[config.mk]
export PLATFORM = sky130hd
export DESIGN_NAME = instruction_decoder_stage
export DESIGN_NICKNAME = d
export VERILOG_FILES = /design/src/rtl/instruction_decoder_stage_pkg.sv /design/src/rtl/instruction_decoder_stage_imm_gen.sv /design/src/rtl/instruction_decoder_stage.sv
export SDC_FILE = /design/constraint.sdc
export NUM_CORES = 1
export LEC_CHECK = 0
export ABC_CLOCK_PERIOD_IN_PS = 4600
export CORE_MARGIN = 2
export CORE_UTILIZATION = 46
export DETAILED_ROUTE_END_ITERATION = 7
export GPL_TIMING_DRIVEN = 0
export PLACE_DENSITY = 0.88
export SLEW_MARGIN = 20
export SYNTH_ARGS = -nofsm -noshare
export SYNTH_HDL_FRONTEND = slang
export SYNTH_SLANG_ARGS = --single-unit
[constraint.sdc]
create_clock -name clk -period 4.6 [get_ports clk]
set_clock_uncertainty 0.05 [all_clocks]
set_input_delay 0.46 -clock clk [delete_from_list [all_inputs] [get_ports clk]]
set_output_delay 0.46 -clock clk [all_outputs]
set_load 0.02 [all_outputs]
[src/rtl/instruction_decoder_stage_pkg.sv]
// Shared decoder types: instruction format codes, base opcodes and the
// opcode-to-format classifier used by the decoder stage.
package decoder_pkg;

  typedef enum logic [2:0] {
    FMT_R   = 3'd0,
    FMT_I   = 3'd1,
    FMT_S   = 3'd2,
    FMT_B   = 3'd3,
    FMT_U   = 3'd4,
    FMT_J   = 3'd5,
    FMT_INV = 3'd7
  } fmt_e;

  localparam logic [6:0] OP_REG    = 7'b0110011;
  localparam logic [6:0] OP_REG32  = 7'b0111011;
  localparam logic [6:0] OP_IMM    = 7'b0010011;
  localparam logic [6:0] OP_IMM32  = 7'b0011011;
  localparam logic [6:0] OP_LOAD   = 7'b0000011;
  localparam logic [6:0] OP_JALR   = 7'b1100111;
  localparam logic [6:0] OP_SYSTEM = 7'b1110011;
  localparam logic [6:0] OP_STORE  = 7'b0100011;
  localparam logic [6:0] OP_BRANCH = 7'b1100011;
  localparam logic [6:0] OP_LUI    = 7'b0110111;
  localparam logic [6:0] OP_AUIPC  = 7'b0010111;
  localparam logic [6:0] OP_JAL    = 7'b1101111;

  // Compressed encodings (low bits != 2'b11) are not handled by this stage.
  function automatic fmt_e decode_fmt(input logic [6:0] op_code);
    fmt_e f;
    f = FMT_INV;
    if (op_code[1:0] == 2'b11) begin
      case (op_code)
        OP_REG, OP_REG32:                                 f = FMT_R;
        OP_IMM, OP_IMM32, OP_LOAD, OP_JALR, OP_SYSTEM:    f = FMT_I;
        OP_STORE:                                         f = FMT_S;
        OP_BRANCH:                                        f = FMT_B;
        OP_LUI, OP_AUIPC:                                 f = FMT_U;
        OP_JAL:                                           f = FMT_J;
        default:                                          f = FMT_INV;
      endcase
    end
    return f;
  endfunction

endpackage

[src/rtl/instruction_decoder_stage_imm_gen.sv]
// Combinational immediate builder: assembles the per-format immediate and
// sign-extends it from instruction[31] to WORDSIZE.
module imm_gen
  import decoder_pkg::*;
#(
  parameter int WORDSIZE = 64
) (
  input  logic [31:0]         instruction,
  input  fmt_e                fmt,
  output logic [WORDSIZE-1:0] imm
);

  logic [31:0] imm32;
  logic        unused_opcode_bits;

  assign unused_opcode_bits = ^instruction[6:0];

  always_comb begin
    imm32 = 32'd0;
    case (fmt)
      FMT_I: imm32 = {{20{instruction[31]}}, instruction[31:20]};
      FMT_S: imm32 = {{20{instruction[31]}}, instruction[31:25], instruction[11:7]};
      FMT_B: imm32 = {{19{instruction[31]}}, instruction[31], instruction[7],
                      instruction[30:25], instruction[11:8], 1'b0};
      FMT_U: imm32 = {instruction[31:12], 12'd0};
      FMT_J: imm32 = {{11{instruction[31]}}, instruction[31], instruction[19:12],
                      instruction[20], instruction[30:21], 1'b0};
      default: imm32 = 32'd0;
    endcase
  end

  // imm32 is already sign-extended to 32 bits; widen by replicating its MSB.
  always_comb begin
    imm       = {WORDSIZE{imm32[31]}};
    imm[31:0] = imm32;
  end

endmodule

[src/rtl/instruction_decoder_stage.sv]
// Registered RV decoder stage with valid/ready on both sides and sync flush.
// Define INSTR_DECODER_ILLEGAL_CHECK_EN to drive the illegal flag.
module instruction_decoder_stage
  import decoder_pkg::*;
#(
  parameter int WORDSIZE = 64,
  parameter int SIZE     = 32
) (
  input  logic                clk,
  input  logic                rst_n,
  input  logic                flush,
  input  logic                in_valid,
  output logic                in_ready,
  input  logic [SIZE-1:0]     instruction,
  output logic                out_valid,
  input  logic                out_ready,
  output logic [6:0]          funct7,
  output logic [4:0]          rs2,
  output logic [4:0]          rs1,
  output logic [4:0]          rd,
  output logic [2:0]          funct3,
  output logic [6:0]          op_code,
  output logic [2:0]          fmt,
  output logic [WORDSIZE-1:0] imm,
  output logic                illegal
);

  logic                out_valid_reg;
  logic [6:0]          funct7_reg, op_code_reg;
  logic [4:0]          rs2_reg, rs1_reg, rd_reg;
  logic [2:0]          funct3_reg;
  fmt_e                fmt_reg;
  logic [WORDSIZE-1:0] imm_reg;

  fmt_e                fmt_next;
  logic [4:0]          rs2_next, rs1_next, rd_next;
  logic [WORDSIZE-1:0] imm_next;
  logic                transfer;

  assign in_ready = !flush && (!out_valid_reg || out_ready);
  assign transfer = in_valid && in_ready;

  assign fmt_next = decode_fmt(instruction[6:0]);

  // Unused register slots read as x0; INV keeps raw fields for debug.
  always_comb begin
    rd_next  = instruction[11:7];
    rs1_next = instruction[19:15];
    rs2_next = instruction[24:20];
    case (fmt_next)
      FMT_I:        rs2_next = 5'd0;
      FMT_S, FMT_B: rd_next  = 5'd0;
      FMT_U, FMT_J: begin
        rs1_next = 5'd0;
        rs2_next = 5'd0;
      end
      default: ;
    endcase
  end

  imm_gen #(
    .WORDSIZE(WORDSIZE)
  ) u_imm_gen (
    .instruction(instruction[31:0]),
    .fmt        (fmt_next),
    .imm        (imm_next)
  );

  always_ff @(posedge clk or negedge rst_n) begin
    if (!rst_n) begin
      out_valid_reg <= 1'b0;
      funct7_reg    <= '0;
      rs2_reg       <= '0;
      rs1_reg       <= '0;
      rd_reg        <= '0;
      funct3_reg    <= '0;
      op_code_reg   <= '0;
      fmt_reg       <= FMT_R;
      imm_reg       <= '0;
    end else begin
      if (transfer) begin
        out_valid_reg <= 1'b1;
        funct7_reg    <= instruction[31:25];
        rs2_reg       <= rs2_next;
        rs1_reg       <= rs1_next;
        rd_reg        <= rd_next;
        funct3_reg    <= instruction[14:12];
        op_code_reg   <= instruction[6:0];
        fmt_reg       <= fmt_next;
        imm_reg       <= imm_next;
      end else if (flush || out_ready) begin
        out_valid_reg <= 1'b0;
      end
    end
  end

`ifdef INSTR_DECODER_ILLEGAL_CHECK_EN
  logic illegal_reg;

  always_ff @(posedge clk or negedge rst_n) begin
    if (!rst_n) begin
      illegal_reg <= 1'b0;
    end else if (transfer) begin
      illegal_reg <= (fmt_next == FMT_INV);
    end
  end

  assign illegal = illegal_reg;
`else
  assign illegal = 1'b0;
`endif

  assign out_valid = out_valid_reg;
  assign funct7    = funct7_reg;
  assign rs2       = rs2_reg;
  assign rs1       = rs1_reg;
  assign rd        = rd_reg;
  assign funct3    = funct3_reg;
  assign op_code   = op_code_reg;
  assign fmt       = fmt_reg;
  assign imm       = imm_reg;

endmodule

==> metrics.md <==
| Metric | Value |
|---|---|
| Worst hold slack | -0.004906 ns |
| Fin crit period | 2.635 ns |
| RR Endpoint | imm[0] |
| Initial antenna violation count | 0 |
| Synth top area share | 50.54% |
| Fmax | 379.5 MHz |
| # IOs | 139 |
| Chip height | 89.56 microns |
| Maximum fanout along the worst path | 34 |
| Critical path class | reg -> out |
| Max Cap Violations | 0 |
| CP startpoint | imm[31] |
| Top-count cell post-synth | nand2_1 |
| ANT nets after route | 0 |
| Async SR Flop Fraction | 100.0% |
| Clk_lat worst skew | 0.35 ns |
| Synth cell types | 42 |
| Worst-path cell chain | buf_4 -> clkdlybuf4s50_1 |
| WL/cell | 16.02 microns |
| WL final | 9915 microns |
| Pin count of the biggest net entering global routing | 36 |
| P_leak | 2.234 nW |
| Avg Inst Size Synth | 9.174 sq um |
| Failing checks | negative hold slack |
| Cell row count | 31 |
| GPL Wtd Cong | 0.9299 |
| Synth area leaders | dfrtp_1 (51%), nand2_1 (8.4%), buf_4 (7.6%) |
| Diode count | 0 |
| Die area | 0.008020 sq mm |
| H-tree levels | 3 |
| DP HPWL | 7542 microns |
| Endpoint type of the worst setup path | output port |
| Synthesis Warnings | 0 |
| CP Launch Type | register |
| Initial Util | 46.92% |
| First-pass DRT Iterations | 4 |
| Cts hold-fix bufs | 0 |
| Synth area leader | dfrtp_1 |
| Slowest-stage cell, CP | dfrtp_1 |
| Pwr dens | 348.5 mW/mm^2 |
| Worst setup slack after layout | 1.965 ns |
| Reg-to-reg startpoint | out_valid |
| Synth Instances | 367 |
| CTS clock-pin slew for the worst setup and hold paths | 0.08 ns |
| Number of global-route vias before repair | 3,047 |
| TritonCTS clock tree | yes |
| Arrival @ worst endpoint | 2.13 ns |
| Tightest Hold Check Type | in -> async |
| Worst slew pin tran | 0.9108 ns |
| Nets | 552 |
| Layout cell share with drive strength beyond 1 | 14.04% |
| Post-synth EDFFs | 0 |
| Worst R2R Setup Slack | 2.71 ns |
| Post-CTS sizing | 0 |
| Synth Flop Type | dfrtp_1 |
| Final setup fails | 0 |
| Die X | 89.56 microns |
| GRT Util Overall | 25.42% |
| Root buf cell | clkbuf_8 |
| DRC | 0 |
| TritonCTS buffer count | 9 |
| Core area | 0.007176 sq mm |
| Fin. max-slew vios | 0 |
| RSZ-0062 raised after global routing | false |
| Fin Setup TNS | 0 ns |
| Aggregate global routing overflow | 0 |
| Setup bufs post-CTS | 0 |
| Peak VDD IR | 0.1925 mV |
| Routed vias | 3,224 |
| Initial DRC Count | 223 |
| Synthesis-stage register bit count | 68 |
| Commonest cells in the netlist | nand2_1 (75), dfrtp_1 (68), a21oi_1 (43) |
| Max Buffers Root-to-Sink | 2 |
| Tot Pwr | 1.768 mW |
| Area Overhead vs Synth | 50.72% |
| Dpl ws | 2.125 ns |
| Final hold violations | 5 |
| Worst rel slew slack | 39.28% |
| Vias per cell | 5.208 |
| Required time worst endpoint | 4.09 ns |
| # port buffers | 136 |
| Fin crit share | 57.29% |
| Slowest stage delay, CP | 0.94 ns |
| Part of the Yosys area used for sequential elements | 50.54% |
| Clk sinks | 68 |
| Status | finished with violations |
| Max FFs per register | 32 |
| Syn_nets | 404 |
| R2R depth | 5 |
| First-pass GRT wire length | 15,440 microns |
| Synthesized area | 0.003367 sq mm |
-- worst max path at each step --
stage,end,slack (ns),cells after the start
2_1_floorplan,fmt[2],2.88,6
3_3_place_gp,op_code[2],0.89,1
3_5_place_dp,imm[19],2.13,6
4_1_cts,imm[44],1.92,2
5_1_grt,imm[38],1.81,2
6_report,imm[59],1.96,2
-- through the flow --
step	cell area, sq um	util [%]	cells
after floorplan	3367	-	367
after global placement	4852	67.62	602
after detailed placement	4870	67.86	603
after CTS	5075	70.72	619
after global routing	5075	70.72	619
final	5075	70.72	619
-- cell usage in the layout (no fill, tap or decap), types with 3 or more instances in the layout --
cell,instances
dfrtp_1,68
clkdlybuf4s50_1,135
a22o_1,12
o21ai_0,8
a21oi_1,43
a31oi_1,11
nor2_1,31
and4b_1,3
buf_4,35
clkbuf_1,10
or3_1,3
buf_2,12
clkbuf_8,9
inv_6,4
o211ai_1,7
mux2i_1,6
nand4b_1,3
nor2b_1,5
nand2_1,75
nand3_1,4
-- per-layer routing --
layer | GRT usage (%) | vias up | routed length, microns | share of wire, %
met1 | 34.74 | 1522 | 4233 | 43
li1 | - | 1530 | - | -
met4 | 8.005 | 0 | 88 | 0.89
met2 | 40.78 | 162 | 4760 | 48
met3 | 5.171 | 10 | 833 | 8.4
met5 | 0 | - | 0 | 0
-- critical path, delay by kind of cell (launching register included) --
kind	cells	cell delay [ns]
buffers and inverters	2	0.83
flip-flops	1	0.94
-- power breakdown --
| group | switching (mW) | internal, mW | leakage (nW) | total (mW) |
|---|---|---|---|---|
| sequential | 0.0511 | 0.677 | 0.835 | 0.728 |
| clock | 0.259 | 0.259 | 0.101 | 0.518 |
| combinational | 0.274 | 0.249 | 1.30 | 0.523 |
-- cells by family after synthesis --
group	after synthesis	synth area share, %
buf+inv	59	11.04
mux	7	2.118
flops	68	50.54
other cells	1	0.1114
simple gates	138	18.58
compound gates	94	17.61
-- final cells by class --
class                           instances  area [sq um]
Timing Repair Buffer                  137          1379
Multi-Input combinational cell        240          1294
Buffer                                 57         364.1
Inverter                                2         7.507
Tap cell                               99         123.9
Fill cell                             548          2101
Clock inverter                          7         81.33
Clock buffer                            9         123.9
Sequential cell                        68          1702
(Power assumes the default switching activity.)
